[config.mk]
export PLATFORM = sky130hd
export DESIGN_NAME = cs_dequantization
export DESIGN_NICKNAME = d
export VERILOG_FILES = /design/src/rtl/cs_dequantization.sv
export SDC_FILE = /design/constraint.sdc
export NUM_CORES = 1
export LEC_CHECK = 0
export ABC_CLOCK_PERIOD_IN_PS = 16900
export CAP_MARGIN = 20
export CORE_ASPECT_RATIO = 1.1
export CORE_UTILIZATION = 40
export CTS_BUF_LIST = sky130_fd_sc_hd__clkbuf_8 sky130_fd_sc_hd__clkbuf_16
export CTS_CLUSTER_DIAMETER = 30
export DETAILED_ROUTE_END_ITERATION = 8
export DONT_BUFFER_PORTS = 1
export SLEW_MARGIN = 25
export SYNTH_ARGS = -nofsm -noshare
export SYNTH_HDL_FRONTEND = slang
export SYNTH_SLANG_ARGS = --single-unit
[constraint.sdc]
create_clock -name clk -period 16.9 [get_ports clk]
set_clock_uncertainty 0.15 [all_clocks]
set_input_delay 2.535 -clock clk [delete_from_list [all_inputs] [get_ports clk]]
set_output_delay 2.535 -clock clk [all_outputs]
set_load 0.1 [all_outputs]
[src/rtl/cs_dequantization.sv]
// Compressive-sensing dequantizer: assembles serial quantized lanes into a packet,
// applying shift, mid-point reconstruction and saturation, with a two-packet skid.
module cs_dequantization #(
    parameter int DATA_WIDTH      = 16,
    parameter int REG_BANK_DEPTH  = 16,
    parameter int BIT_SHIFT_WIDTH = 4,
    parameter int PACKET_LEN      = DATA_WIDTH * REG_BANK_DEPTH
) (
    input  logic                       clk,
    input  logic                       rst,
    input  logic [BIT_SHIFT_WIDTH-1:0] bit_shift,
    input  logic [DATA_WIDTH-1:0]      in_data,
    input  logic                       in_valid,
    output logic                       in_ready,
    output logic [PACKET_LEN-1:0]      y_rec,
    output logic                       out_valid,
    input  logic                       out_ready
);
    localparam int CW = (REG_BANK_DEPTH > 1) ? $clog2(REG_BANK_DEPTH) : 1;
    localparam logic [CW-1:0] LAST_LANE = CW'(REG_BANK_DEPTH - 1);
    localparam logic [BIT_SHIFT_WIDTH-1:0] SHIFT_ONE = BIT_SHIFT_WIDTH'(1);
    localparam logic [DATA_WIDTH-1:0] LANE_ONE = DATA_WIDTH'(1);

    logic [CW-1:0]                r_lane_cnt;
    logic                         r_asm_full;
    logic [BIT_SHIFT_WIDTH-1:0]   r_s_pkt;
    logic                         r_out_valid;
    logic [PACKET_LEN-1:0]        r_y_rec;
    logic [PACKET_LEN-1:0]        r_asm;

    logic                         w_accept;
    logic                         w_last;
    logic                         w_out_hs;
    logic                         w_out_free;
    logic [BIT_SHIFT_WIDTH-1:0]   w_shift;
    logic [2*DATA_WIDTH-1:0]      w_wide;
    logic [DATA_WIDTH-1:0]        w_half;
    logic [DATA_WIDTH-1:0]        w_rec;
    logic [PACKET_LEN-1:0]        w_asm_next;

    assign in_ready   = !r_asm_full;
    assign out_valid  = r_out_valid;
    assign y_rec      = r_y_rec;

    assign w_accept   = in_valid && !r_asm_full;
    assign w_last     = w_accept && (r_lane_cnt == LAST_LANE);
    assign w_out_hs   = r_out_valid && out_ready;
    assign w_out_free = !r_out_valid || out_ready;

    // Lane 0 uses the live shift input since s_pkt only latches on that same edge.
    assign w_shift = (r_lane_cnt == '0) ? bit_shift : r_s_pkt;
    assign w_wide  = {{DATA_WIDTH{1'b0}}, in_data} << w_shift;
    assign w_half  = (w_shift == '0) ? '0 : (LANE_ONE << (w_shift - SHIFT_ONE));
    // Any bit shifted past the lane width means the value cannot be represented.
    assign w_rec   = (|w_wide[2*DATA_WIDTH-1:DATA_WIDTH]) ? '1
                                                          : (w_wide[DATA_WIDTH-1:0] | w_half);

    genvar gi;
    generate
        for (gi = 0; gi < REG_BANK_DEPTH; gi++) begin : g_lane
            assign w_asm_next[gi*DATA_WIDTH +: DATA_WIDTH] =
                (w_accept && (r_lane_cnt == CW'(gi))) ? w_rec
                                                      : r_asm[gi*DATA_WIDTH +: DATA_WIDTH];
        end
    endgenerate

    always_ff @(posedge clk) begin
        if (w_accept) begin
            r_asm <= w_asm_next;
        end
    end

    always_ff @(posedge clk or posedge rst) begin
        if (rst) begin
            r_lane_cnt  <= '0;
            r_asm_full  <= 1'b0;
            r_s_pkt     <= '0;
            r_out_valid <= 1'b0;
            r_y_rec     <= '0;
        end else begin
            if (w_accept) begin
                r_lane_cnt <= w_last ? '0 : r_lane_cnt + CW'(1);
                if (r_lane_cnt == '0) begin
                    r_s_pkt <= bit_shift;
                end
            end

            if (w_last && w_out_free) begin
                r_y_rec     <= w_asm_next;
                r_out_valid <= 1'b1;
            end else if (w_last) begin
                r_asm_full  <= 1'b1;
            end else if (r_asm_full && w_out_hs) begin
                r_y_rec     <= r_asm;
                r_asm_full  <= 1'b0;
            end else if (w_out_hs) begin
                r_out_valid <= 1'b0;
            end
        end
    end
endmodule

==> results.ini <==
[status]
outcome = finished, final reports clean

[synth]
seq_area_frac_synth_pct = 64.72
synthMuxAreaShare_pct = 2.659
syn_nets = 2205
synth-main-ff-cell = dfrtp_1
synth_xor_xnor_area_share_pct = 0.03952
yosysWarningCount = 0
synthDistinctLibCells = 54
synthAdderAreaFrac_pct = 0.2258
synthArstFlopShare_pct = 50.96
synth_top_family_by_area = simple AND/OR/NAND/NOR gates
synth_compound_area_share_pct = 12.14
synthSimpleGateAreaFrac_pct = 17.05
syn_area_um2 = 22160
synth_edf_count = 256
syn_area_per_cell_um2 = 10.18
netlist_instances = 2177
synth-seq-cells = 522

[worst_setup_path]
cp_cell_sequence = nor2b_4, buf_12, nand4_1, a21o_1, buf_4, nand2b_4, buf_16, buf_4, buf_4, nand2_1, nand2_1
critPathKind = in2reg
end_kind = register
start_kind = primary input
cp.required_ns = 17.30
max_stage_delay_ns = 0.72
critPathBufInv = 5
critPathArrivalTime_ns = 6.97
slowest_stage = buf_4
cpMostUsedCell = buf_4
critPathTopFamily = buffers and inverters
r2r_setup_slack_ns = 11.51
critPathMaxFanout = 163

[floorplan]
dieHeight_um = 248.9
die_area_um2 = 56360
initial_core_util_pct = 40.42
fp-row-count = 90
coreArea_um2 = 54840
fp.dieW_um = 226.4
num_io_pins = 282

[timing]
period_needed_ns = 6.569
setup_viol = 0
rsz0062_at_grt = no
worst_pin_slew_ns = 1.038
fmax_mhz = 152.2
worst_slack_ns = 10.33
relSlewSlack_pct = 30.82
hold_violations = 0
drv_slew = 0
finalSetupTns_ns = 0
period_share_pct = 38.87

[final_layout]
final_layout_size_suffix_gt1_share_pct = 13.25
finalNonFillerCells = 3007
fill_cells = 4975
seq_area_um2 = 14340
finalInstanceArea_um2 = 26970
area_growth_pct = 21.68
nNetsFinal = 2209
multi_input_area_um2 = 7317
antennaDiodeCount = 0

[clock_network]
cts_tree = done
h-tree-depth = 3
cts.clk_slew.worst_paths_ns = 0.05
cts.sinks = 522
post_cts_buffers = 0
clock_latency_ns = 0.64
post_cts_resize_count = 0
numCtsBuffers = 103
hold_buffers = 0
cts_buffer_depth = 3
cts-root-buf = clkbuf_16

[grt]
antenna_found_initial = 0
grt_max_degree = 164
grt_overflow_total = 0
grtUsageTotal_pct = 23.69
grt_pass1_wl_um = 100600
grt_pass1_vias = 15840

[routing]
wl_met2_um = 31320
wl_per_cell_um = 22.12
vias = 16140
ant_nets = 0
met3WireLength_um = 5805
wirelength_um = 66530
routed_via_density = 5.366
drtIter0Drc = 1220
drc = 0
highest_layer = met4
wl_met1_um = 27310
first_pass_iters = 8

[place]
post_dp_cell_area_um2 = 23060
gp_congestion = 0.8415
pre_cts_ws_ns = 9.477
io_buffers = 0
dp_cells = 2809
dp_hpwl_um = 41870

[flow_run]
drv_cap = 0

[worst_hold_path]
min_path_type = reg2reg

## layout make-up
cell class,instances,area share (%)
clock buffer,130,11.44
sequential,522,53.19
clock inverter,65,2.696
tap,736,3.415
inverter,12,0.1949
multi-input combinational,1491,27.13
timing repair buffer,51,1.939
## metrics by stage
| stage | hold slack (ns) | utilization (%) |
|---|---|---|
| floorplan | 0.2981 | - |
| global placement | 0.3110 | 41.88 |
| detailed placement | 0.3121 | 42.05 |
| CTS | 0.3169 | 49.00 |
| global route | 0.3376 | 49.18 |
| finish | 0.3126 | 49.18 |
## routing by layer
metal / vias to the layer above / GRT usage [%]
li1: 7510 / -
met1: 7925 / 30.53
met2: 577 / 36.94
met3: 125 / 7.301
met4: 0 / 9.691
met5: - / 0
## cell usage after synthesis, types with 6 or more instances
cell | number | area share, %
buf_2 | 24 | 0.54
buf_1 | 10 | 0.17
a21oi_2 | 22 | 0.87
edfxtp_1 | 256 | 35
nor3_1 | 16 | 0.36
nand3_1 | 20 | 0.45
nand2_1 | 696 | 12
o22ai_1 | 54 | 1.5
a211oi_1 | 17 | 0.58
clkbuf_1 | 107 | 1.8
nor2_1 | 208 | 3.5
mux2i_1 | 51 | 2.3
nand4_1 | 6 | 0.17
inv_1 | 12 | 0.20
a2111oi_0 | 12 | 0.47
dfrtp_1 | 266 | 30
a21oi_1 | 232 | 5.2
o21ai_0 | 90 | 2.0
## kinds of logic after synthesis
family,after synthesis
XOR/XNOR,1
multiplexers,57
adder cells (fa/ha/maj),4
flip-flops,522
AO/OA/AOI/OAI,462
AND/OR/NAND/NOR,967
buffers and inverters,164
## registers in the layout, indices dropped and copies added (netlist names)
register    cells
r_s_pkt         4
r_asm         256
out_valid       1
r_asm_full      1
y_rec         256
r_lane_cnt      4
## final timing paths
kind | startpoint | endpoint | depth (start not counted)
worst max-delay path | in_valid | y_rec[33] | 11
worst min-delay path | r_asm[75] | y_rec[75] | 2
worst max register to register | r_lane_cnt[0] | r_asm[241] | 12
max in group asynchronous | rst | y_rec[33] | 3
worst min register to register | r_asm[75] | y_rec[75] | 2
min in group asynchronous | rst | y_rec[148] | 1
## placed cells by master, fill, tap and decap left out, types with 3 or more instances in the layout
cell	instances
dfrtp_1	266
clkinv_4	8
nor3_2	3
clkinv_2	8
clkinvlp_4	15
nor3_1	13
clkbuf_8	15
clkbuf_16	115
o21ai_1	4
o22ai_1	54
ha_1	4
nor2b_1	4
buf_16	6
a21oi_1	225
a211oi_4	7
a21oi_2	24
nand4_1	6
a2111oi_0	12
o21ai_0	90
edfxtp_1	256
bufinv_16	10
nor2_1	202
a21oi_4	5
nand3_1	20
mux2_2	5
nor2_2	5
mux2i_1	51
inv_1	21
and2_1	3
nand2_1	696
inv_16	3
inv_6	9
a211oi_1	14
nand2b_1	4
buf_4	42
o211ai_1	5
## tightest hold or removal path, stage by stage, from the launching register on
cell and delay [ns]:
edfxtp_1 0.34, nand2_1 0.05, nand2_1 0.06
Power is not shown: default switching activity piles up to over one toggle a cycle in this logic, so the estimate is an artifact.
